===== src/rtl/ring_osc_trim_ctrl_if.sv =====
// Housekeeping-side control/status bundle for the ring oscillator trim calibrator.
// master = configuration register block, slave = calibration controller.
interface ring_osc_trim_ctrl_if #(
    parameter int CW = 16
);
    logic          enable;
    logic          start;
    logic [CW-1:0] target;
    logic [CW-1:0] tol;
    logic [CW-1:0] meas_count;
    logic          busy;
    logic          locked;
    logic          fail;

    modport master (
        output enable, start, target, tol,
        input  meas_count, busy, locked, fail
    );

    modport slave (
        input  enable, start, target, tol,
        output meas_count, busy, locked, fail
    );
endinterface


===== src/rtl/ring_osc_trim_ctrl.sv =====
// Closed-loop trim calibration for the 13-stage ring oscillator: resets it, counts
// divided-clock edges per window and walks the thermometer trim level until in tolerance.
module ring_osc_trim_ctrl #(
    parameter int WINDOW     = 1024,
    parameter int RST_CYCLES = 16,
    parameter int SETTLE     = 64,
    parameter int INIT_LEVEL = 13,
    parameter int MAX_ITER   = 64,
    parameter int CW         = 16
) (
    input  logic                  clk,
    input  logic                  reset,
    ring_osc_trim_ctrl_if.slave   cfg,
    input  logic                  osc_div,
    output logic                  osc_reset,
    output logic [25:0]           trim,
    output logic [4:0]            level
);
    localparam int TMAX = (WINDOW > SETTLE) ? ((WINDOW > RST_CYCLES) ? WINDOW : RST_CYCLES)
                                            : ((SETTLE > RST_CYCLES) ? SETTLE : RST_CYCLES);
    localparam int TW = $clog2(TMAX + 1);
    localparam int IW = $clog2(MAX_ITER + 1);

    // Primary bits fill first; secondary bit i only once all 13 primaries are set.
    function automatic logic [25:0] encode(input logic [4:0] l);
        logic [25:0] t;
        t = '0;
        for (int i = 0; i < 13; i++) begin
            t[i]      = (l > 5'(i));
            t[13 + i] = (l > 5'(13 + i));
        end
        return t;
    endfunction

    localparam logic [4:0]  LEVEL_INIT = 5'(INIT_LEVEL);
    localparam logic [25:0] TRIM_INIT  = encode(LEVEL_INIT);

    typedef enum logic [2:0] {
        S_IDLE, S_OSC_RST, S_SETTLE, S_MEASURE, S_COMPARE, S_ADJUST, S_LOCKED, S_FAIL
    } state_t;

    state_t        state_reg, state_next;
    logic [TW-1:0] timer_reg, timer_next;
    logic [IW-1:0] iter_reg, iter_next;
    logic [CW-1:0] cnt_reg, cnt_next;
    logic [CW-1:0] meas_reg, meas_next;
    logic [4:0]    level_reg, level_next;
    logic [25:0]   trim_reg;
    logic          dir_up_reg, dir_up_next;
    logic          osc_reset_reg, osc_reset_next;
    logic          busy_reg, busy_next;
    logic          locked_reg, locked_next;
    logic          fail_reg, fail_next;
    logic [1:0]    sync_reg;
    logic          prev_reg, edge_reg;

    logic          restart;
    logic [CW:0]   lo_wide, hi_wide;
    logic [CW-1:0] lo_bound, hi_bound;
    logic          in_range, too_fast;

    assign restart  = cfg.start & cfg.enable;
    assign lo_wide  = {1'b0, cfg.target} - {1'b0, cfg.tol};
    assign hi_wide  = {1'b0, cfg.target} + {1'b0, cfg.tol};
    assign lo_bound = lo_wide[CW] ? '0 : lo_wide[CW-1:0];
    assign hi_bound = hi_wide[CW] ? {CW{1'b1}} : hi_wide[CW-1:0];
    assign in_range = (cnt_reg >= lo_bound) && (cnt_reg <= hi_bound);
    assign too_fast = (cnt_reg > hi_bound);

    // osc_div is asynchronous: two-flop synchronizer, then a registered edge pulse.
    always_ff @(posedge clk or posedge reset) begin
        if (reset) begin
            sync_reg <= '0;
            prev_reg <= 1'b0;
            edge_reg <= 1'b0;
        end else begin
            sync_reg <= {sync_reg[0], osc_div};
            prev_reg <= sync_reg[1];
            edge_reg <= sync_reg[1] & ~prev_reg;
        end
    end

    always_ff @(posedge clk or posedge reset) begin
        if (reset) state_reg <= S_IDLE;
        else       state_reg <= state_next;
    end

    always_comb begin
        state_next = state_reg;
        if (!cfg.enable) begin
            state_next = S_IDLE;
        end else if (cfg.start) begin
            state_next = S_OSC_RST;
        end else begin
            case (state_reg)
                S_OSC_RST: if (timer_reg == '0) state_next = S_SETTLE;
                S_SETTLE:  if (timer_reg == '0) state_next = S_MEASURE;
                S_MEASURE: if (timer_reg == '0) state_next = S_COMPARE;
                S_COMPARE: begin
                    if (in_range)                     state_next = S_LOCKED;
                    else if (iter_reg == IW'(MAX_ITER)) state_next = S_FAIL;
                    else if (too_fast)                state_next = (level_reg == 5'd26) ? S_FAIL : S_ADJUST;
                    else                              state_next = (level_reg == 5'd0)  ? S_FAIL : S_ADJUST;
                end
                S_ADJUST:  state_next = S_SETTLE;
                default:   state_next = state_reg;
            endcase
        end
    end

    always_comb begin
        osc_reset_next = (state_next == S_IDLE) || (state_next == S_OSC_RST);
        busy_next      = (state_next == S_OSC_RST) || (state_next == S_SETTLE) ||
                         (state_next == S_MEASURE) || (state_next == S_COMPARE) ||
                         (state_next == S_ADJUST);
        locked_next    = restart ? 1'b0 : ((state_next == S_LOCKED) ? 1'b1 : locked_reg);
        fail_next      = restart ? 1'b0 : ((state_next == S_FAIL)   ? 1'b1 : fail_reg);
        dir_up_next    = (state_reg == S_COMPARE) ? too_fast : dir_up_reg;
        meas_next      = (state_reg == S_COMPARE) ? cnt_reg : meas_reg;

        level_next = level_reg;
        iter_next  = iter_reg;
        if (restart) begin
            level_next = LEVEL_INIT;
            iter_next  = '0;
        end else if (state_reg == S_ADJUST && state_next == S_SETTLE) begin
            level_next = dir_up_reg ? level_reg + 5'd1 : level_reg - 5'd1;
            iter_next  = iter_reg + 1'b1;
        end

        // Each timed state is loaded with its length minus one on entry.
        timer_next = timer_reg;
        if (state_next != state_reg || restart) begin
            case (state_next)
                S_OSC_RST: timer_next = TW'(RST_CYCLES - 1);
                S_SETTLE:  timer_next = TW'(SETTLE - 1);
                S_MEASURE: timer_next = TW'(WINDOW - 1);
                default:   timer_next = '0;
            endcase
        end else if (timer_reg != '0) begin
            timer_next = timer_reg - 1'b1;
        end

        cnt_next = cnt_reg;
        if (state_next == S_MEASURE && state_reg != S_MEASURE)
            cnt_next = '0;
        else if (state_reg == S_MEASURE && edge_reg && cnt_reg != {CW{1'b1}})
            cnt_next = cnt_reg + 1'b1;
    end

    always_ff @(posedge clk or posedge reset) begin
        if (reset) begin
            timer_reg     <= '0;
            iter_reg      <= '0;
            cnt_reg       <= '0;
            meas_reg      <= '0;
            level_reg     <= LEVEL_INIT;
            trim_reg      <= TRIM_INIT;
            dir_up_reg    <= 1'b0;
            osc_reset_reg <= 1'b1;
            busy_reg      <= 1'b0;
            locked_reg    <= 1'b0;
            fail_reg      <= 1'b0;
        end else begin
            timer_reg     <= timer_next;
            iter_reg      <= iter_next;
            cnt_reg       <= cnt_next;
            meas_reg      <= meas_next;
            level_reg     <= level_next;
            trim_reg      <= encode(level_reg);
            dir_up_reg    <= dir_up_next;
            osc_reset_reg <= osc_reset_next;
            busy_reg      <= busy_next;
            locked_reg    <= locked_next;
            fail_reg      <= fail_next;
        end
    end

    assign osc_reset      = osc_reset_reg;
    assign trim           = trim_reg;
    assign level          = level_reg;
    assign cfg.meas_count = meas_reg;
    assign cfg.busy       = busy_reg;
    assign cfg.locked     = locked_reg;
    assign cfg.fail       = fail_reg;
endmodule


===== src/flat_wrapper.sv =====
// flat-port wrapper written by rule: the top's interface ports become plain ports
module ring_osc_trim_ctrl_flat 
#(
    parameter int WINDOW     = 1024,
    parameter int RST_CYCLES = 16,
    parameter int SETTLE     = 64,
    parameter int INIT_LEVEL = 13,
    parameter int MAX_ITER   = 64,
    parameter int CW         = 16
)
  (clk, reset, osc_div, osc_reset, trim, level, cfg_enable, cfg_start, cfg_target, cfg_tol, cfg_meas_count, cfg_busy, cfg_locked, cfg_fail);
  ring_osc_trim_ctrl_if #(.CW(CW)) cfg_i ();
  input  logic clk;
  input  logic reset;
  input  logic osc_div;
  output logic osc_reset;
  output logic [25:0] trim;
  output logic [4:0] level;
  input wire logic [$bits(cfg_i.enable)-1:0] cfg_enable;
  input wire logic [$bits(cfg_i.start)-1:0] cfg_start;
  input wire logic [$bits(cfg_i.target)-1:0] cfg_target;
  input wire logic [$bits(cfg_i.tol)-1:0] cfg_tol;
  output wire logic [$bits(cfg_i.meas_count)-1:0] cfg_meas_count;
  output wire logic [$bits(cfg_i.busy)-1:0] cfg_busy;
  output wire logic [$bits(cfg_i.locked)-1:0] cfg_locked;
  output wire logic [$bits(cfg_i.fail)-1:0] cfg_fail;
  assign cfg_i.enable = cfg_enable;
  assign cfg_i.start = cfg_start;
  assign cfg_i.target = cfg_target;
  assign cfg_i.tol = cfg_tol;
  assign cfg_meas_count = cfg_i.meas_count;
  assign cfg_busy = cfg_i.busy;
  assign cfg_locked = cfg_i.locked;
  assign cfg_fail = cfg_i.fail;
  ring_osc_trim_ctrl #(.WINDOW(WINDOW), .RST_CYCLES(RST_CYCLES), .SETTLE(SETTLE), .INIT_LEVEL(INIT_LEVEL), .MAX_ITER(MAX_ITER), .CW(CW)) u_core (.clk(clk), .reset(reset), .cfg(cfg_i), .osc_div(osc_div), .osc_reset(osc_reset), .trim(trim), .level(level));
endmodule

===== config.mk =====
export PLATFORM = sky130hd
export DESIGN_NAME = ring_osc_trim_ctrl_flat
export DESIGN_NICKNAME = d
export VERILOG_FILES = /design/src/rtl/ring_osc_trim_ctrl_if.sv /design/src/rtl/ring_osc_trim_ctrl.sv /design/src/flat_wrapper.sv
export SDC_FILE = /design/constraint.sdc
export NUM_CORES = 1
export LEC_CHECK = 0
export BUFFER_PORTS_ARGS = -buffer_cell sky130_fd_sc_hd__clkbuf_2
export CAP_MARGIN = 5
export CELL_PAD_IN_SITES_DETAIL_PLACEMENT = 0
export CELL_PAD_IN_SITES_GLOBAL_PLACEMENT = 1
export CORE_MARGIN = 4
export CORE_UTILIZATION = 45
export CTS_CLUSTER_SIZE = 28
export DETAILED_ROUTE_END_ITERATION = 6
export GPL_ROUTABILITY_DRIVEN = 1
export MAX_ROUTING_LAYER = met4
export PLACE_DENSITY_LB_ADDON = 0.1
export SYNTH_ARGS = -nofsm -noshare
export SYNTH_HDL_FRONTEND = slang
export SYNTH_SLANG_ARGS = --single-unit

===== constraint.sdc =====
create_clock -name clk -period 3.6 [get_ports clk]
set_clock_uncertainty 0.15 [all_clocks]
set_input_delay 0.36 -clock clk [delete_from_list [all_inputs] [get_ports clk]]
set_output_delay 0.36 -clock clk [all_outputs]
set_load 0.02 [all_outputs]

==> flow_summary_export.csv, run 1 <==
group,metric,value,unit
detailed_routing,via_per_inst,5.334,
synth,yosys.area.top_type,"dfrtp_1",
setup_path,critPathKind,"in2reg",
cells_and_area,n_antenna_cell,0,
timing,setup_tns,-56310,ps
placement,gp_congestion,0.8573,
pwr,clockPowerShare,0.198,
setup_path,cp-start-kind,"input port",
timing,max_slew_margin,0.6208,
clock_tree,clock_sinks,93,
detailed_routing,vias,6086,
timing,max_freq,201.8,MHz
cells_and_area,fin_cells,1141,
floorplan,io_pins,88,
synth,netlist_instances,732,
pwr,p_int,2865,uW
global_route,antenna_found_initial,0,
synth,ys_seq_area_frac,0.3516,
pwr,comb_power_share,0.487,
pwr,p_per_area,520.5,nW/um2
synth,synth_flop_cell,"dfrtp_1",
placement,dp_hpwl,13520,um
timing,slew_viol_final,0,
floorplan,die_width,129.8,um
timing,fin_crit_sh,1.376,
pwr,p_sw_frac,0.3946,
floorplan,die_area,16850,um2
detailed_routing,drtIter0Drc,248,
setup_path,path_max_fanout,8,
clock_tree,cts.clk_slew.worst_paths,70,ps
cells_and_area,largest_reg_flops,26,
pwr,leakage,0.004264,uW
outcome,status,"finished with violations",
timing,fin_ws,-1355,ps
clock_tree,clock_latency,340,ps
synth,netlist-cell-type-count,77,
setup_path,arrival,5070,ps
detailed_routing,ant_nets,0,
global_route,gr-total-overflow,0,
detailed_routing,wl,17620,um
synth,synth_top_area_share,0.2848,
pwr,peakVddDrop,394.3,uV
setup_path,cp-end-kind,"flip-flop",
placement,dp_cells,1099,
cells_and_area,final_common_cell,"buf_4",
clock_tree,h-tree-depth,3,
synth,syn_nets,845,
global_route,grt_pass1_wl,29610,um
clock_tree,cts-root-buf,"clkbuf_16",
hold_path,hold_path.class,"reg2reg",
cells_and_area,area_delta_synth_final,36.14,%
synth,ys_warn_count,0,
timing,grt_setup_unrepaired,"yes",
global_route,first_global_vias,6069,
clock_tree,cts_buffers,9,
run,max-cap-violations,0,
detailed_routing,drt_first_pass_iters,5,
floorplan,coreArea,14530,um2
timing,hold_violations,0,
synth,ys_ff_latch,93,
synth,async_flop_share,1.000,
pwr,p_switching,1867,uW
cells_and_area,most-common-layout-cells,"132 x buf_4, 85 x clkbuf_2, 81 x nor2_1",
synth,synth_edf_count,0,
placement,port_buffers,87,
detailed_routing,drc_errors,0,
timing,worst_pin_slew,568.1,ps
floorplan,start_util,0.4595,
cells_and_area,nNetsFinal,1065,
synth,syn_area,6679,um2
synth,avgSynthCellArea,9.124,um2
detailed_routing,wl_per_cell,15.44,um
global_route,grt_start_max_net_pins,36,
outcome,violations,"setup timing",
floorplan,fp.dieH,129.8,um
pwr,pwr-share-seq,0.314,
timing,layout_min_cycle_time,4955,ps
global_route,track_usage,0.2226,
setup_path,critPathRequiredTime,3720,ps
clock_tree,cts_tree,"yes",
clock_tree,max-clock-path-buffers,2,
floorplan,row_count,44,
timing,setup_viol,46,
cells_and_area,drive_gt1_frac,0.3793,
synth,synthTopCellsByArea,"dfrtp_1 28%, ha_1 14%, dfstp_2 6.7%",
per-stage QoR:
step	worst slack, ps	area (um2)	utilization	hold slack (ps)	total power, uW
3_3_place_gp	-1940	8235	0.5666	186.6	3459
2_1_floorplan	-1421	6790	-	181.2	2797
5_1_grt	-1587	9092	0.6256	230.4	5099
4_1_cts	-1324	8869	0.6102	218.1	4647
6_report	-1355	9092	0.6256	215.9	4732
3_5_place_dp	-2185	8235	0.5666	202.2	3518
cell families after synthesis:
| kind of cell | share of synthesized area |
|---|---|
| simple gates | 0.1967 |
| compound gates | 0.1680 |
| flops | 0.3516 |
| fa+ha+maj | 0.1446 |
| buf+inv | 0.04552 |
| xor+xnor | 0.05377 |
| mux | 0.03972 |
power by group through the flow:
stage / clock network [uW] / logic (uW) / registers (uW)
after floorplan: 0 / 1270 / 1530
after global placement: 0 / 1960 / 1500
after detailed placement: 0 / 2020 / 1500
after CTS: 967 / 2200 / 1490
after global routing: 1010 / 2570 / 1520
final: 939 / 2310 / 1490
routing by layer:
metal / global-route usage / wire (um)
met2: 0.3373 / 8107
met4: 0.03973 / 117
met5: - / 0
met3: 0.03848 / 747
met1: 0.3183 / 8648
cells in the mapped netlist, types with 3 or more instances:
library cell / number
a211oi_1: 5
a21oi_1: 44
a2bb2oi_1: 5
a31o_2: 5
a31oi_1: 3
and2_1: 6
and3_1: 8
and4_1: 3
buf_2: 3
buf_6: 3
clkbuf_1: 18
dfrtp_1: 76
dfstp_2: 17
ha_1: 74
inv_1: 45
mux2_2: 20
mux2i_1: 4
nand2_1: 49
nand2b_1: 16
nand3_1: 15
nand4_1: 16
nor2_1: 91
nor2b_1: 12
nor3_1: 18
nor3b_1: 3
nor4_1: 7
o21a_1: 8
o21ai_0: 32
o21ai_1: 3
o21bai_1: 4
o31a_1: 5
o31ai_1: 9
o41ai_1: 5
or2_2: 4
or3_1: 4
or4_1: 4
xnor2_1: 27
xor2_1: 14
what timing repair did:
action / 4_1_cts / 5_1_grt
setup endpoints to repair: 46 / 46
hold endpoints to repair: 20 / 0
buffers inserted: 16 / 10
pin swaps: 19 / 11
gates resized for setup: 35 / 50
hold buffers: 2 / 0
cloned: 2 / 0
worst paths after layout:
check / start / to / slack, ps / depth (start not counted)
worst max-delay path: cfg_tol[0] / u_core.level[3]$_DFFE_PP1P_ / -1360 / 24
worst min-delay path: u_core.sync_reg[0]$_DFF_PP0_ / u_core.sync_reg[1]$_DFF_PP0_ / 220 / 0
worst max register to register: u_core.cnt_reg[6]$_DFFE_PP0P_ / u_core.cfg.busy$_DFF_PP0_ / 340 / 14
worst min register to register: u_core.sync_reg[0]$_DFF_PP0_ / u_core.sync_reg[1]$_DFF_PP0_ / 220 / 0
max in group asynchronous: reset / u_core.timer_reg[9]$_DFFE_PP0P_ / 2010 / 4
min in group asynchronous: reset / u_core.cfg.meas_count[4]$_DFFE_PP0P_ / 440 / 3
critical path: stages:
cell and delay (ps):
buf_8 100, ha_4 150, fa_2 360, nand2b_4 100
a221oi_4 80, o41ai_2 260, buf_4 190, o41ai_4 80
o21ba_2 240, a221o_1 320, a221o_1 350, buf_6 180
nor2_2 110, ha_1 250, nand4_1 140, nor4_2 70
a21boi_2 160, buf_4 140, o41ai_4 350, o21ai_2 150
a211oi_4 370, buf_6 160, a21oi_2 40, or3b_1 360
area by class of cell:
| type | instances | area [um2] |
|---|---|---|
| repair buffers | 236 | 1639 |
| clock inverters | 7 | 78.83 |
| flip-flops and latches | 93 | 2349 |
| fillers | 1281 | 5441 |
| multi-input cells | 566 | 4397 |
| inverters | 46 | 173.9 |
| well taps | 184 | 230.2 |
| clock buffers | 9 | 225.2 |
Power figures use the tool's default switching activity.
==> inputs of run 2 (changes only) <==
- RECOVER_POWER: default -> 25
==> flow_summary_export.csv, run 2 (synthesis gave the netlist of run 1 again) <==
group,metric,value,unit
placement,placed_area,8235,um2
clock_tree,cts_tree,"yes",
detailed_routing,ant_nets,0,
cells_and_area,fin_cells,1141,
clock_tree,max-clock-path-buffers,2,
floorplan,coreArea,14530,um2
global_route,use_met2,0.3373,
timing,worst_pin_slew,1438,ps
placement,dp_hpwl,13520,um
floorplan,die_width,129.8,um
pwr,finalPower,4732,uW
setup_path,cp_slowest_cell,"fa_2",
timing,max_slew_margin,0.03605,
cells_and_area,fin_area,9086,um2
setup_path,cp-start-kind,"input port",
clock_tree,cts.clk_slew.worst_paths,70,ps
setup_path,crit_buf_inv,6,
detailed_routing,drtIter0Drc,251,
pwr,pwr-share-seq,0.314,
setup_path,critPathRequiredTime,3720,ps
run,max-cap-violations,0,
hold_path,hold_path.class,"reg2reg",
cells_and_area,most-common-layout-cells,"132 x buf_4, 81 x nor2_1, 80 x clkbuf_2",
clock_tree,clock_latency,340,ps
outcome,status,"finished with violations",
pwr,comb_power_share,0.487,
setup_path,critPathMaxStageDelay,360,ps
setup_path,arrival,5070,ps
cells_and_area,nNetsFinal,1065,
floorplan,die_area,16850,um2
global_route,grt_use_met1,0.3183,
pwr,p_int,2865,uW
pwr,p_switching,1867,uW
clock_tree,cts_buffers,9,
outcome,violations,"setup timing",
timing,hold_violations,0,
global_route,antenna_found_initial,0,
setup_path,path_max_fanout,8,
cells_and_area,area_delta_synth_final,36.04,%
timing,max_freq,201.7,MHz
cells_and_area,final_common_cell,"buf_4",
global_route,grt_use_met3,0.03848,
setup_path,critPathKind,"in2reg",
placement,gp_congestion,0.8573,
detailed_routing,drc_errors,0,
clock_tree,clock_sinks,93,
setup_path,cp-end-kind,"flip-flop",
pwr,p_sw_frac,0.3946,
cells_and_area,fin_util,0.6252,
global_route,first_global_vias,6069,
timing,setup_viol,46,
detailed_routing,vias,6076,
global_route,gr-total-overflow,0,
cells_and_area,n_antenna_cell,0,
floorplan,row_count,44,
pwr,p_per_area,520.8,nW/um2
global_route,grt_busiest_layer,"met2",
global_route,grt_pass1_wl,29610,um
timing,fin_ws,-1358,ps
floorplan,fp.dieH,129.8,um
placement,dp_cells,1099,
timing,layout_min_cycle_time,4958,ps
cells_and_area,drive_gt1_frac,0.3730,
pwr,clockPowerShare,0.198,
detailed_routing,wl,17640,um
detailed_routing,drt_first_pass_iters,5,
floorplan,start_util,0.4595,
clock_tree,cts-root-buf,"clkbuf_16",
detailed_routing,wl_per_cell,15.46,um
pwr,peakVddDrop,393.7,uV
setup_path,crit_path_frequent_cell,"buf_4",
timing,fin_crit_sh,1.377,
placement,port_buffers,87,
timing,slew_viol_final,0,
pwr,leakage,0.004243,uW
cells_and_area,largest_reg_flops,26,
timing,grt_setup_unrepaired,"yes",
floorplan,io_pins,88,
detailed_routing,via_per_inst,5.325,
timing,setup_tns,-56370,ps
global_route,track_usage,0.2226,
setup_path,path_delay_family,"compound AO/OA/AOI/OAI gates",
clock_tree,h-tree-depth,3,
global_route,grt_start_max_net_pins,36,
run 2: cell types whose count changed in the layout (fill, tap and decap cells not counted):
cell	delta
clkbuf_1	+5
clkbuf_2	-5
clkinv_2	-1
clkinvlp_2	+1
dfstp_1	+1
dfstp_2	-1
run 2: area by class of cell:
cell class	count	area, um2
Clock inverter	7	78.83
Multi-Input combinational cell	566	4397
Inverter	46	173.9
Fill cell	1285	5448
Tap cell	184	230.2
Clock buffer	9	225.2
Timing Repair Buffer	236	1633
Sequential cell	93	2349
run 2: power groups by stage:
stage	sequential [uW]	combinational [uW]	clock, uW
after CTS	1490	2200	967
after detailed placement	1500	2020	0
after global routing	1520	2570	1010
after global placement	1500	1960	0
final	1490	2310	938
after floorplan	1530	1270	0
run 2: what timing repair did:
| action | in CTS | in global routing |
|---|---|---|
| buffers inserted | 16 | 10 |
| endpoints found under the hold margin | 20 | 0 |
| gates resized for setup | 35 | 50 |
| endpoints found under the setup margin | 46 | 46 |
| hold buffers | 2 | 0 |
| cloned | 2 | 0 |
| pin swaps | 19 | 11 |
run 2: path summary, 6_finish.rpt:
kind	startpoint	to	slack [ps]	cells past startpoint
setup / recovery	cfg_tol[0]	u_core.timer_reg[1]$_DFFE_PP0P_	-1360	25
hold / removal	u_core.sync_reg[0]$_DFF_PP0_	u_core.sync_reg[1]$_DFF_PP0_	220	0
setup reg to reg	u_core.cnt_reg[6]$_DFFE_PP0P_	u_core.cfg.busy$_DFF_PP0_	340	14
hold reg to reg	u_core.sync_reg[0]$_DFF_PP0_	u_core.sync_reg[1]$_DFF_PP0_	220	0
max in group asynchronous	reset	u_core.timer_reg[9]$_DFFE_PP0P_	1520	4
min in group asynchronous	reset	u_core.cfg.meas_count[4]$_DFFE_PP0P_	720	3
run 2: stage by stage:
stage / hold WS (ps) / setup slack, ps
2_1_floorplan: 181.2 / -1421
3_3_place_gp: 186.6 / -1940
3_5_place_dp: 202.2 / -2185
4_1_cts: 218.1 / -1324
5_1_grt: 230.4 / -1587
6_report: 215.4 / -1358
run 2: per-layer routing:
layer / share of wire / routed length [um]
met1: 0.49 / 8685
met5: 0 / 0
met4: 0.0066 / 117
met3: 0.042 / 740
met2: 0.46 / 8097
==> inputs of run 3 (changes only) <==
- PLACE_DENSITY_LB_ADDON: 0.1 -> 0.25
==> flow_summary_export.csv, run 3 (synthesis gave the netlist of run 1 again) <==
group,metric,value,unit
detailed_routing,via_per_inst,5.377,
setup_path,cp-start-kind,"input port",
pwr,p_int,2905,uW
setup_path,critPathRequiredTime,3720,ps
pwr,pwr-share-seq,0.309,
timing,fin_ws,-1488,ps
setup_path,r2r-start,"u_core.timer_reg[3]$_DFFE_PP0P_",
placement,gp_congestion,0.9317,
setup_path,path_max_fanout,8,
detailed_routing,drtIter0Drc,307,
clock_tree,max-clock-path-buffers,2,
clock_tree,clock_sinks,93,
setup_path,critPathKind,"in2reg",
timing,setup_viol,46,
pwr,comb_power_share,0.499,
cells_and_area,nNetsFinal,1060,
global_route,gr-total-overflow,0,
setup_path,cp-end-kind,"flip-flop",
setup_path,critPathMaxStageDelay,390,ps
floorplan,start_util,0.4595,
pwr,p_switching,1901,uW
timing,fin_crit_sh,1.413,
timing,slew_viol_final,0,
setup_path,arrival,5200,ps
placement,port_buffers,87,
cells_and_area,fin_cells,1136,
setup_path,crit_path_frequent_cell,"buf_4",
setup_path,crit_buf_inv,7,
cells_and_area,multi_input_area,4446,um2
floorplan,die_area,16850,um2
pwr,p_per_area,525.5,nW/um2
cells_and_area,fillers,1235,
timing,max_slew_margin,0.4472,
global_route,first_global_vias,6242,
pwr,clockPowerShare,0.191,
global_route,grt_start_max_net_pins,49,
cells_and_area,most-common-layout-cells,"124 x buf_4, 85 x clkbuf_2, 76 x dfrtp_1",
cells_and_area,area_delta_synth_final,36.92,%
pwr,leakage,0.004293,uW
pwr,finalPower,4806,uW
timing,max_freq,196.6,MHz
timing,setup_tns,-62020,ps
run,max-cap-violations,0,
clock_tree,cts.clk_slew.worst_paths,70,ps
setup_path,cp_slowest_cell,"fa_2",
detailed_routing,drc_errors,0,
placement,dp_hpwl,13650,um
cells_and_area,ff_latch_area,2349,um2
clock_tree,h-tree-depth,3,
cells_and_area,fin_util,0.6292,
placement,dp_cells,1091,
setup_path,path_delay_family,"compound AO/OA/AOI/OAI gates",
detailed_routing,wl,17830,um
floorplan,fp.dieH,129.8,um
outcome,status,"finished with violations",
global_route,track_usage,0.2213,
cells_and_area,drive_gt1_frac,0.3897,
pwr,p_sw_frac,0.3955,
cells_and_area,largest_reg_flops,26,
floorplan,row_count,44,
timing,grt_setup_unrepaired,"yes",
detailed_routing,wl_per_cell,15.69,um
floorplan,io_pins,88,
timing,hold_violations,0,
detailed_routing,ant_nets,0,
outcome,violations,"setup timing",
floorplan,coreArea,14530,um2
detailed_routing,vias,6108,
clock_tree,cts_buffers,9,
hold_path,hp-start,"u_core.sync_reg[0]$_DFF_PP0_",
floorplan,die_width,129.8,um
clock_tree,cts-root-buf,"clkbuf_16",
global_route,antenna_found_initial,0,
timing,layout_min_cycle_time,5088,ps
pwr,peakVddDrop,326.2,uV
setup_path,startpoint,"cfg_tol[0]",
timing,worst_pin_slew,829.3,ps
cells_and_area,final_common_cell,"buf_4",
detailed_routing,drt_first_pass_iters,4,
global_route,grt_pass1_wl,29610,um
clock_tree,cts_tree,"yes",
cells_and_area,n_antenna_cell,0,
hold_path,hold_path.class,"reg2reg",
clock_tree,clock_latency,350,ps
-- run 3: changes by cell type in the layout (fill, tap and decap cells not counted), sizes merged --
cell | before | now
buf | 149 | 144
-- run 3: cell type report --
| class | count | share of cell area |
|---|---|---|
| repair buffers | 231 | 0.1811 |
| clock buffers | 9 | 0.02463 |
| clock inverters | 7 | 0.007115 |
| well taps | 184 | 0.02517 |
| flip-flops and latches | 93 | 0.2568 |
| inverters | 46 | 0.01902 |
| multi-input cells | 566 | 0.4861 |
-- run 3: repair_timing --
action                                 CTS  global route
hold buffers                             2             0
gates resized for setup                 40            59
pin swaps                               15            20
setup endpoints to repair               46            46
gates cloned                             2             0
setup buffers                           17            12
endpoints found under the hold margin    9             0
-- run 3: through the flow --
step / hold slack, ps / worst slack, ps / instance area [um2]
final: 199.2 / -1488 / 9145
after global routing: 211.4 / -1700 / 9145
after CTS: 202.9 / -1357 / 8838
after detailed placement: 184.7 / -2081 / 8188
after global placement: 182.9 / -1913 / 8188
after floorplan: 181.2 / -1421 / 6790
-- run 3: power groups by stage --
stage	clock, uW	combinational (uW)	sequential (uW)
floorplan	0	1270	1530
global placement	0	1960	1490
detailed placement	0	2020	1500
CTS	942	2220	1480
global route	988	2650	1510
finish	920	2400	1490
-- run 3: path summary, 6_finish.rpt --
path | end | slack [ps] | cells after the start
max | u_core.timer_reg[9]$_DFFE_PP0P_ | -1490 | 25
min | u_core.sync_reg[1]$_DFF_PP0_ | 200 | 0
max reg2reg | u_core.timer_reg[4]$_DFFE_PP0P_ | 270 | 12
min reg2reg | u_core.sync_reg[1]$_DFF_PP0_ | 200 | 0
max in group asynchronous | u_core.trim[6]$_DFF_PP1_ | 2030 | 4
min in group asynchronous | u_core.trim[21]$_DFF_PP0_ | 520 | 3
-- run 3: routing by layer --
layer | wire length [um] | vias up | GRT usage
li1 | - | 3030 | -
met1 | 8258 | 2944 | 0.3016
met2 | 8574 | 116 | 0.3518
met3 | 775 | 18 | 0.03602
met4 | 221 | 0 | 0.04584
met5 | 0 | - | -
